<file path="config.mk">
export PLATFORM = sky130hd
export DESIGN_NAME = clock12_timekeeper
export DESIGN_NICKNAME = d
export VERILOG_FILES = /design/src/rtl/clock12_pkg.sv /design/src/rtl/mod_cnt_en.sv /design/src/rtl/clock12_timekeeper.sv
export SDC_FILE = /design/constraint.sdc
export NUM_CORES = 1
export LEC_CHECK = 0
export BUFFER_PORTS_ARGS = -buffer_cell sky130_fd_sc_hd__buf_2
export CAP_MARGIN = 20
export CORE_MARGIN = 2
export CORE_UTILIZATION = 55
export DETAILED_ROUTE_END_ITERATION = 6
export PLACE_DENSITY = 0.87
export SYNTH_ARGS = -nofsm -noshare
export SYNTH_HDL_FRONTEND = slang
export SYNTH_SLANG_ARGS = --single-unit
</file>
<file path="constraint.sdc">
create_clock -name clk -period 3.6 [get_ports clk]
set_clock_uncertainty 0.05 [all_clocks]
set_input_delay 0.54 -clock clk [delete_from_list [all_inputs] [get_ports clk]]
set_output_delay 0.54 -clock clk [all_outputs]
set_load 0.02 [all_outputs]
</file>
<file path="src/rtl/clock12_pkg.sv">
// clock12_pkg: shared widths, limits, time record and handshake states for the 12-hour timekeeper
package clock12_pkg;
    localparam int HOUR_W = 4;
    localparam int MIN_W  = 6;
    localparam int SEC_W  = 6;
    localparam logic [MIN_W-1:0]  MAX_MS   = 6'd59;
    localparam logic [HOUR_W-1:0] HOUR_TOP = 4'd12;

    typedef struct packed {
        logic [HOUR_W-1:0] hour;
        logic [MIN_W-1:0]  minute;
        logic [SEC_W-1:0]  second;
        logic              pm;
    } time_t;

    typedef enum logic {IDLE, RESP} hs_state_t;

    function automatic logic valid_time(input time_t t);
        return t.hour != '0 && t.hour <= HOUR_TOP && t.minute <= MAX_MS && t.second <= MAX_MS;
    endfunction
endpackage

</file>
<file path="src/rtl/mod_cnt_en.sv">
// mod_cnt_en: modulo-MOD counter with enable, synchronous load and carry-out
//   clk, reset (async, active-high) | en: advance | ld/ld_val: load (wins over en)
//   q: count 0..MOD-1 | co: high while enabled at MOD-1 (wrap on this edge)
module mod_cnt_en #(
    parameter int MOD = 60,
    parameter int W   = 6
) (
    input  logic         clk,
    input  logic         reset,
    input  logic         en,
    input  logic         ld,
    input  logic [W-1:0] ld_val,
    output logic [W-1:0] q,
    output logic         co
);
    assign co = en && (q == W'(MOD - 1));

    always_ff @(posedge clk or posedge reset) begin
        if (reset)
            q <= '0;
        else if (ld)
            q <= ld_val;
        else if (en)
            q <= co ? '0 : q + 1'b1;
    end
endmodule

</file>
<file path="src/rtl/clock12_timekeeper.sv">
// clock12_timekeeper: 12-hour hh:mm:ss AM/PM keeper with 1 Hz prescaler and set handshake
//   clk, reset (async, active-high)
//   set_req/set_hour/set_min/set_sec/set_pm: level load request and fields
//   set_ack/set_err: 1-cycle accept/reject pulses
//   hour/minute/second/pm: registered current time
//   sec_pulse: 1-cycle pulse per second advance | day_roll: 11:59:59 PM -> 12:00:00 AM pulse
module clock12_timekeeper
    import clock12_pkg::*;
#(
    parameter int CLK_PER_SEC = 10,
    parameter int PS_WIDTH    = 4
) (
    input  logic              clk,
    input  logic              reset,
    input  logic              set_req,
    input  logic [HOUR_W-1:0] set_hour,
    input  logic [MIN_W-1:0]  set_min,
    input  logic [SEC_W-1:0]  set_sec,
    input  logic              set_pm,
    output logic              set_ack,
    output logic              set_err,
    output logic [HOUR_W-1:0] hour,
    output logic [MIN_W-1:0]  minute,
    output logic [SEC_W-1:0]  second,
    output logic              pm,
    output logic              sec_pulse,
    output logic              day_roll
);
    hs_state_t st, nxt;
    time_t req;
    logic load, ack_d, err_d, ps_co, tick, adv, sec_co, min_co;
    logic [PS_WIDTH-1:0] ps;

    assign req = '{hour: set_hour, minute: set_min, second: set_sec, pm: set_pm};

    // A request is only sampled in IDLE, so a req still high during RESP cannot reload.
    always_comb begin
        nxt   = (st == IDLE && set_req) ? RESP : IDLE;
        load  = nxt == RESP && valid_time(req);
        ack_d = load;
        err_d = nxt == RESP && !load;
    end

    // A load restarts the second, so it swallows a tick landing on the same edge.
    assign tick = ps_co && ps == PS_WIDTH'(CLK_PER_SEC - 1);
    assign adv  = tick && !load;

    mod_cnt_en #(.MOD(CLK_PER_SEC), .W(PS_WIDTH)) u_ps (
        .clk(clk), .reset(reset), .en(1'b1), .ld(load), .ld_val('0), .q(ps), .co(ps_co)
    );

    mod_cnt_en #(.MOD(60), .W(SEC_W)) u_sec (
        .clk(clk), .reset(reset), .en(adv), .ld(load), .ld_val(set_sec), .q(second), .co(sec_co)
    );

    mod_cnt_en #(.MOD(60), .W(MIN_W)) u_min (
        .clk(clk), .reset(reset), .en(sec_co), .ld(load), .ld_val(set_min), .q(minute), .co(min_co)
    );

    always_ff @(posedge clk or posedge reset) begin
        if (reset) begin
            st        <= IDLE;
            set_ack   <= 1'b0;
            set_err   <= 1'b0;
            sec_pulse <= 1'b0;
            day_roll  <= 1'b0;
            hour      <= HOUR_TOP;
            pm        <= 1'b0;
        end else begin
            st        <= nxt;
            set_ack   <= ack_d;
            set_err   <= err_d;
            sec_pulse <= adv;
            day_roll  <= min_co && hour == 4'd11 && pm;
            if (load) begin
                hour <= set_hour;
                pm   <= set_pm;
            end else if (min_co) begin
                // 12 is the first hour of each half-day; reaching it from 11 flips AM/PM.
                hour <= (hour == HOUR_TOP) ? 4'd1 : hour + 1'b1;
                pm   <= pm ^ (hour == 4'd11);
            end
        end
    end
endmodule
</file>
==> impl_metrics.tcl, run 1 <==
set metrics [dict create \
    status "completed" \
    hold_violations 0 \
    synth-compound-area-share_pct 14.3 \
    synthTopCellsByArea "dfrtp_1 (39%), mux2_2 (7.3%), ha_1 (4.9%), a31oi_1 (4.1%), nor4_1 (3.7%)" \
    antenna_found_initial 0 \
    drt_iter0_drc 69 \
    crit_arrival_ns 2.57 \
    crit_family "simple AND/OR/NAND/NOR gates" \
    wl_um 3470 \
    nFillCells 234 \
    coreArea_sq_mm 0.00271 \
    crit_chain "ha_1, nand4b_4, or4_4, or4_1, a31oi_1" \
    finalSetupViolations 0 \
    dieArea_sq_mm 0.00323 \
    worst_slew_pin_slew_ns 0.975 \
    drc 0 \
    fin_tns_setup_ns 0 \
    ys_seq_area_share_pct 42.5 \
    clock_power_share_pct 12.8 \
    post-cts-setup-buffers 0 \
    area_growth_pct 15.4 \
    worstPathMaxFanout 8 \
    p_leak_nw 0.832 \
    clk_pin_slew_worst_paths_ns 0.13 \
    critPathLaunchType "register" \
    cts_htree_levels 1 \
    overflow 0 \
    pwr-share-comb_pct 40.1 \
    async_flop_share_pct 100 \
    final.period_utilization_pct 66.2 \
    grt_start_max_net_pins 27 \
    synth_edf_count 0 \
    avgViaCountPerCell 6.30 \
    die_w_um 56.9 \
    critPathBufInv 0 \
    ys_warn_count 0 \
    synth_ff_type "dfrtp_1" \
    end_kind "register" \
    clk_path_buf_depth 2 \
    initial_core_util_pct 56.7 \
    cts_tree "built" \
    worstSkewPairLatency_ns 0.32 \
    vias 1399 \
    power_switching_mw 0.406 \
    multi_input_area_sq_um 817 \
    p_sw_share_pct 41.2 \
    hold_buffers 0 \
    p_int_mw 0.579 \
    syn-num-nets 178 \
    dp_hpwl_um 2580 \
    grt.total_usage_pct 22.6 \
    finalNetCount 218 \
    avgSynthCellArea_sq_um 10.1 \
    seq_power_share_pct 47.1 \
    period_needed_ns 2.38 \
    vdd.ir_drop.worst_mv 0.444 \
    maxSlewHeadroom_pct 34.9 \
    dieHeight_um 56.9 \
    synth_cell_types 42 \
    cts.sinks 26 \
    synth_top_cell_by_area "dfrtp_1" \
    pwr_density_cell_mw_per_mm2 556 \
    diodes 0 \
    slew_violations 0 \
    drive_gt1_share_pct 30.4 \
    syn-cell-area_sq_mm 0.00154 \
    fp-row-count 19 \
    slowest_stage "or4_4" \
    first_global_vias 1358 \
    synthXorXnorAreaFrac_pct 1.14 \
    max_freq_mhz 419 \
    yosys.area.top_type_share_pct 39.1 \
    dr.pass1.iters 4 \
    final_area_sq_mm 0.00177 \
    numCtsBuffers 3 \
    min_path_type "input port to async pin" \
    yosys.area_share.adder_pct 4.89 \
    max_stage_delay_ns 0.57 \
    final_antenna_net_count 0 \
    dpl-instance-area_sq_mm 0.00175 \
    grt_setup_unrepaired "false" \
    critical_path_class "register to register" \
    drv_cap 0 \
    portBuffers 40 \
    synthCells 152 \
    cp_data_required_time_ns 3.78 \
    cts_root_buf "clkbuf_4" \
    regArea_sq_um 653 \
    synth_top_family_by_area "simple AND/OR/NAND/NOR gates" \
    postCtsResizedCells 0 \
    gp_congestion 0.852 \
    synth-seq-cells 26 \
    yosys.area_share.simple_pct 23.5 \
    pin_count 41 \
    grt_pass1_wl_um 5750 \
    synthMuxAreaShare_pct 9.28 \
    wire_per_inst_um 15.6 \
]
cells in the final DEF (no fill, tap or decap), types with 2 or more instances in the layout:
cell type / n
buf_2: 40
dfrtp_1: 24
a31oi_1: 10
nand2_1: 10
inv_1: 10
mux2_2: 10
nor4_1: 9
o21ai_0: 7
nand3_1: 6
ha_1: 6
nor3_1: 5
nor2_1: 4
nand4_1: 3
or3_1: 3
and4b_1: 3
mux2i_1: 3
or4_1: 3
o31ai_1: 3
clkbuf_4: 3
nand3b_1: 2
a211oi_1: 2
a21oi_1: 2
a21boi_0: 2
a22o_1: 2
dfstp_2: 2
flip-flops by register name (all words and copies together) (netlist names):
signal     flops
u_sec.q        6
u_min.q        6
pm             1
sec_pulse      1
hour           4
u_ps.q         4
st             1
set_err        1
set_ack        1
day_roll       1
final cells by class:
type                            instances  share of cell area, %
Clock buffer                            4                   1.48
Timing Repair Buffer                   40                   11.3
Inverter                               10                   2.12
Sequential cell                        26                   36.8
Tap cell                               31                   2.19
Multi-Input combinational cell        111                   46.1
per-layer routing:
metal | up-vias | share of wire (%) | track usage [%] | routed length, um
met3 | 10 | 6.4 | 4.15 | 223
met1 | 666 | 43 | 27.9 | 1490
met5 | - | 0 | 0 | 0
met4 | 0 | 2.2 | 11.6 | 75
li1 | 664 | - | - | -
met2 | 59 | 48 | 37.5 | 1680
worst reg2reg max path, delay by kind of cell, from the launching register on:
kind,cells,cell delay (ns)
and+or+nand+nor,3,1.23
AOI/OAI and AO/OA,1,0.23
DFF,1,0.44
adders and majority gates,1,0.35
cell families (layout without fill, tap and decap cells):
group,after synthesis,in the layout
AOI/OAI and AO/OA,33,33
xor gates and xnor gates,2,2
adders and majority gates,6,6
buffers and inverters,15,54
DFF,26,26
muxes,13,13
and+or+nand+nor,57,57
Yosys cell counts (all sizes together) (2+ instances only):
library cell,n
a21oi,2
a31oi,10
a211oi,2
nor2,4
mux2,10
buf,3
mux2i,3
ha,6
or4,4
dfstp,2
nand2,10
o31ai,3
nand3,6
nand3b,2
a22o,2
nor4,9
dfrtp,24
or3,3
inv,10
nand4,3
o21ai,7
clkbuf,2
a21boi,2
nor3,5
nand4b,2
and4b,3
power by group through the flow:
stage	registers (mW)	clock network (mW)	logic, mW
finish	0.464	0.126	0.395
global route	0.477	0.142	0.435
CTS	0.463	0.133	0.397
detailed placement	0.468	0	0.395
global placement	0.460	0	0.378
floorplan	0.512	0	0.224
final timing paths:
check                              to  slack [ns]  cells after the start  startpoint
setup / recovery                   pm        1.22                      5  u_sec.q[0]
hold / removal                     pm        0.37                      2       reset
setup reg to reg                   pm        1.22                      5  u_sec.q[0]
hold reg to reg             u_ps.q[0]        0.48                      1   u_ps.q[0]
max in group asynchronous  u_sec.q[5]        2.54                      2       reset
min in group clk           u_sec.q[0]        0.38                      3  set_sec[0]
through the flow:
step / util, % / total power [mW] / cells / setup slack (ns) / hold WS (ns)
final: 65.4 / 0.985 / 222 / 1.22 / 0.372
after global routing: 65.4 / 1.05 / 222 / 1.05 / 0.375
after CTS: 65.4 / 0.992 / 222 / 1.26 / 0.382
after detailed placement: 64.5 / 0.863 / 218 / 0.927 / 0.467
after global placement: 64.5 / 0.839 / 218 / 1.04 / 0.435
after floorplan: - / 0.737 / 152 / 1.28 / 0.422
No activity file was read; power rests on OpenSTA's default activity.
==> run 2, diff against run 1 <==
CORE_UTILIZATION = 52   (was 55)
PLACE_DENSITY = 0.83   (was 0.87)
clock period = 2.4 ns   (was 3.6 ns; I/O delays follow)
==> impl_metrics.tcl, run 2 (synthesis gave the netlist of run 1 again) <==
set metrics [dict create \
    status "completed" \
    largestRegisters "u_min.q: 6 flops, u_sec.q: 6 flops" \
    final_cell_mix "buf_2 (40), dfrtp_1 (24)" \
    die_w_um 58.4 \
    post-cts-setup-buffers 0 \
    dr.pass1.iters 5 \
    reg2regPathDepth 5 \
    drv_cap 0 \
    r2r-end "pm" \
    period_needed_ns 2.29 \
    cts_tree "built" \
    grt_setup_unrepaired "false" \
    cts.sinks 26 \
    multi_input_area_sq_um 817 \
    critPathLaunchType "register" \
    grt.total_usage_pct 22.1 \
    maxSlewHeadroom_pct 73.9 \
    diodes 0 \
    ff2ff_setup_slack_ns 0.11 \
    dieHeight_um 58.4 \
    overflow 0 \
    finalNetCount 224 \
    crit_chain "ha_1, nand4b_4, or4_4, or4_1, a31oi_1" \
    drc 0 \
    drive_gt1_share_pct 33.0 \
    vias 1431 \
    regArea_sq_um 653 \
    cts_htree_levels 1 \
    min_path_type "input port to async pin" \
    first_global_vias 1363 \
    wire_per_inst_um 15.6 \
    fin_util_pct 65.7 \
    worstSkewPairLatency_ns 0.33 \
    final_antenna_net_count 0 \
    nFillCells 224 \
    antenna_found_initial 0 \
    max_freq_mhz 437 \
    p_leak_nw 0.867 \
    grt_pass1_wl_um 5780 \
    final_common_cell "buf_2" \
    postCtsResizedCells 0 \
    drt_iter0_drc 38 \
    grt_start_max_net_pins 27 \
    coreArea_sq_mm 0.00278 \
    worstPathMaxFanout 8 \
    worst_slew_pin_slew_ns 0.390 \
    final.period_utilization_pct 95.4 \
    pin_count 41 \
    initial_core_util_pct 55.2 \
    pwr_density_cell_mw_per_mm2 836 \
    slew_violations 0 \
    fin_tns_setup_ns 0 \
    portBuffers 40 \
    clk_pin_slew_worst_paths_ns 0.14 \
    critical_path_class "register to register" \
    post-place-cells 224 \
    finalSetupViolations 0 \
    max_stage_delay_ns 0.57 \
    cts_root_buf "clkbuf_4" \
    end_kind "register" \
    hold_violations 0 \
    hold_buffers 0 \
    clk_path_buf_depth 2 \
    wl_um 3560 \
    gp_congestion 0.887 \
    crit_arrival_ns 2.50 \
    area_growth_pct 19.0 \
    avgViaCountPerCell 6.28 \
    fp-row-count 19 \
    numCtsBuffers 3 \
    crit-reg2reg-launch "u_sec.q[0]" \
    startpoint "u_sec.q[0]" \
    vdd.ir_drop.worst_mv 0.664 \
    cp_data_required_time_ns 2.61 \
    dp_hpwl_um 2740 \
    instances_no_fill 228 \
    slowest_stage "or4_4" \
    dieArea_sq_mm 0.00341 \
]
## run 2: cell count changes in the layout (fill, tap and decap cells not counted)
cell      change
buf_4         +6
clkbuf_8      +1
clkbuf_1      -1
## run 2: per-layer routing
metal,wire length (um),global-route usage (%),vias up
met1,1410,27.0,691
met2,1870,38.5,49
li1,-,-,680
met4,96,11.6,0
met5,0,0,-
met3,182,2.20,11
## run 2: worst max path at each step
stage | end | slack (ns) | cells past startpoint
CTS | pm | 0.12 | 5
finish | pm | 0.11 | 5
global route | pm | 0.03 | 5
detailed placement | pm | 0.15 | 5
global placement | pm | 0.24 | 5
floorplan | pm | 0.08 | 6
## run 2: per-stage QoR
| step | hold WS (ns) | area, sq um | power (mW) | setup WS (ns) |
|---|---|---|---|---|
| floorplan | 0.349 | 1540 | 1.11 | 0.0817 |
| global placement | 0.374 | 1790 | 1.27 | 0.235 |
| detailed placement | 0.382 | 1790 | 1.31 | 0.145 |
| CTS | 0.0154 | 1830 | 1.53 | 0.116 |
| global route | 0.0452 | 1830 | 1.62 | 0.0277 |
| finish | 0.00135 | 1830 | 1.53 | 0.110 |
## run 2: report_power, final
group | internal (mW) | total [mW] | switching [mW]
Clock | 0.0930 | 0.227 | 0.134
Combinational | 0.264 | 0.607 | 0.342
Sequential | 0.549 | 0.695 | 0.145
Total | 0.907 | 1.53 | 0.622
## run 2: cell type report
type	instances	area share, %
well taps	31	2.12
flip-flops and latches	26	35.7
inverters	10	2.05
multi-input cells	111	44.7
clock buffers	4	1.98
repair buffers	46	13.4
## run 2: critical path, delay by kind of cell (launching register included)
family | cells | cell delay [ns]
adder cells (fa/ha/maj) | 1 | 0.33
AO/OA/AOI/OAI | 1 | 0.19
AND/OR/NAND/NOR | 3 | 1.22
flip-flops | 1 | 0.43
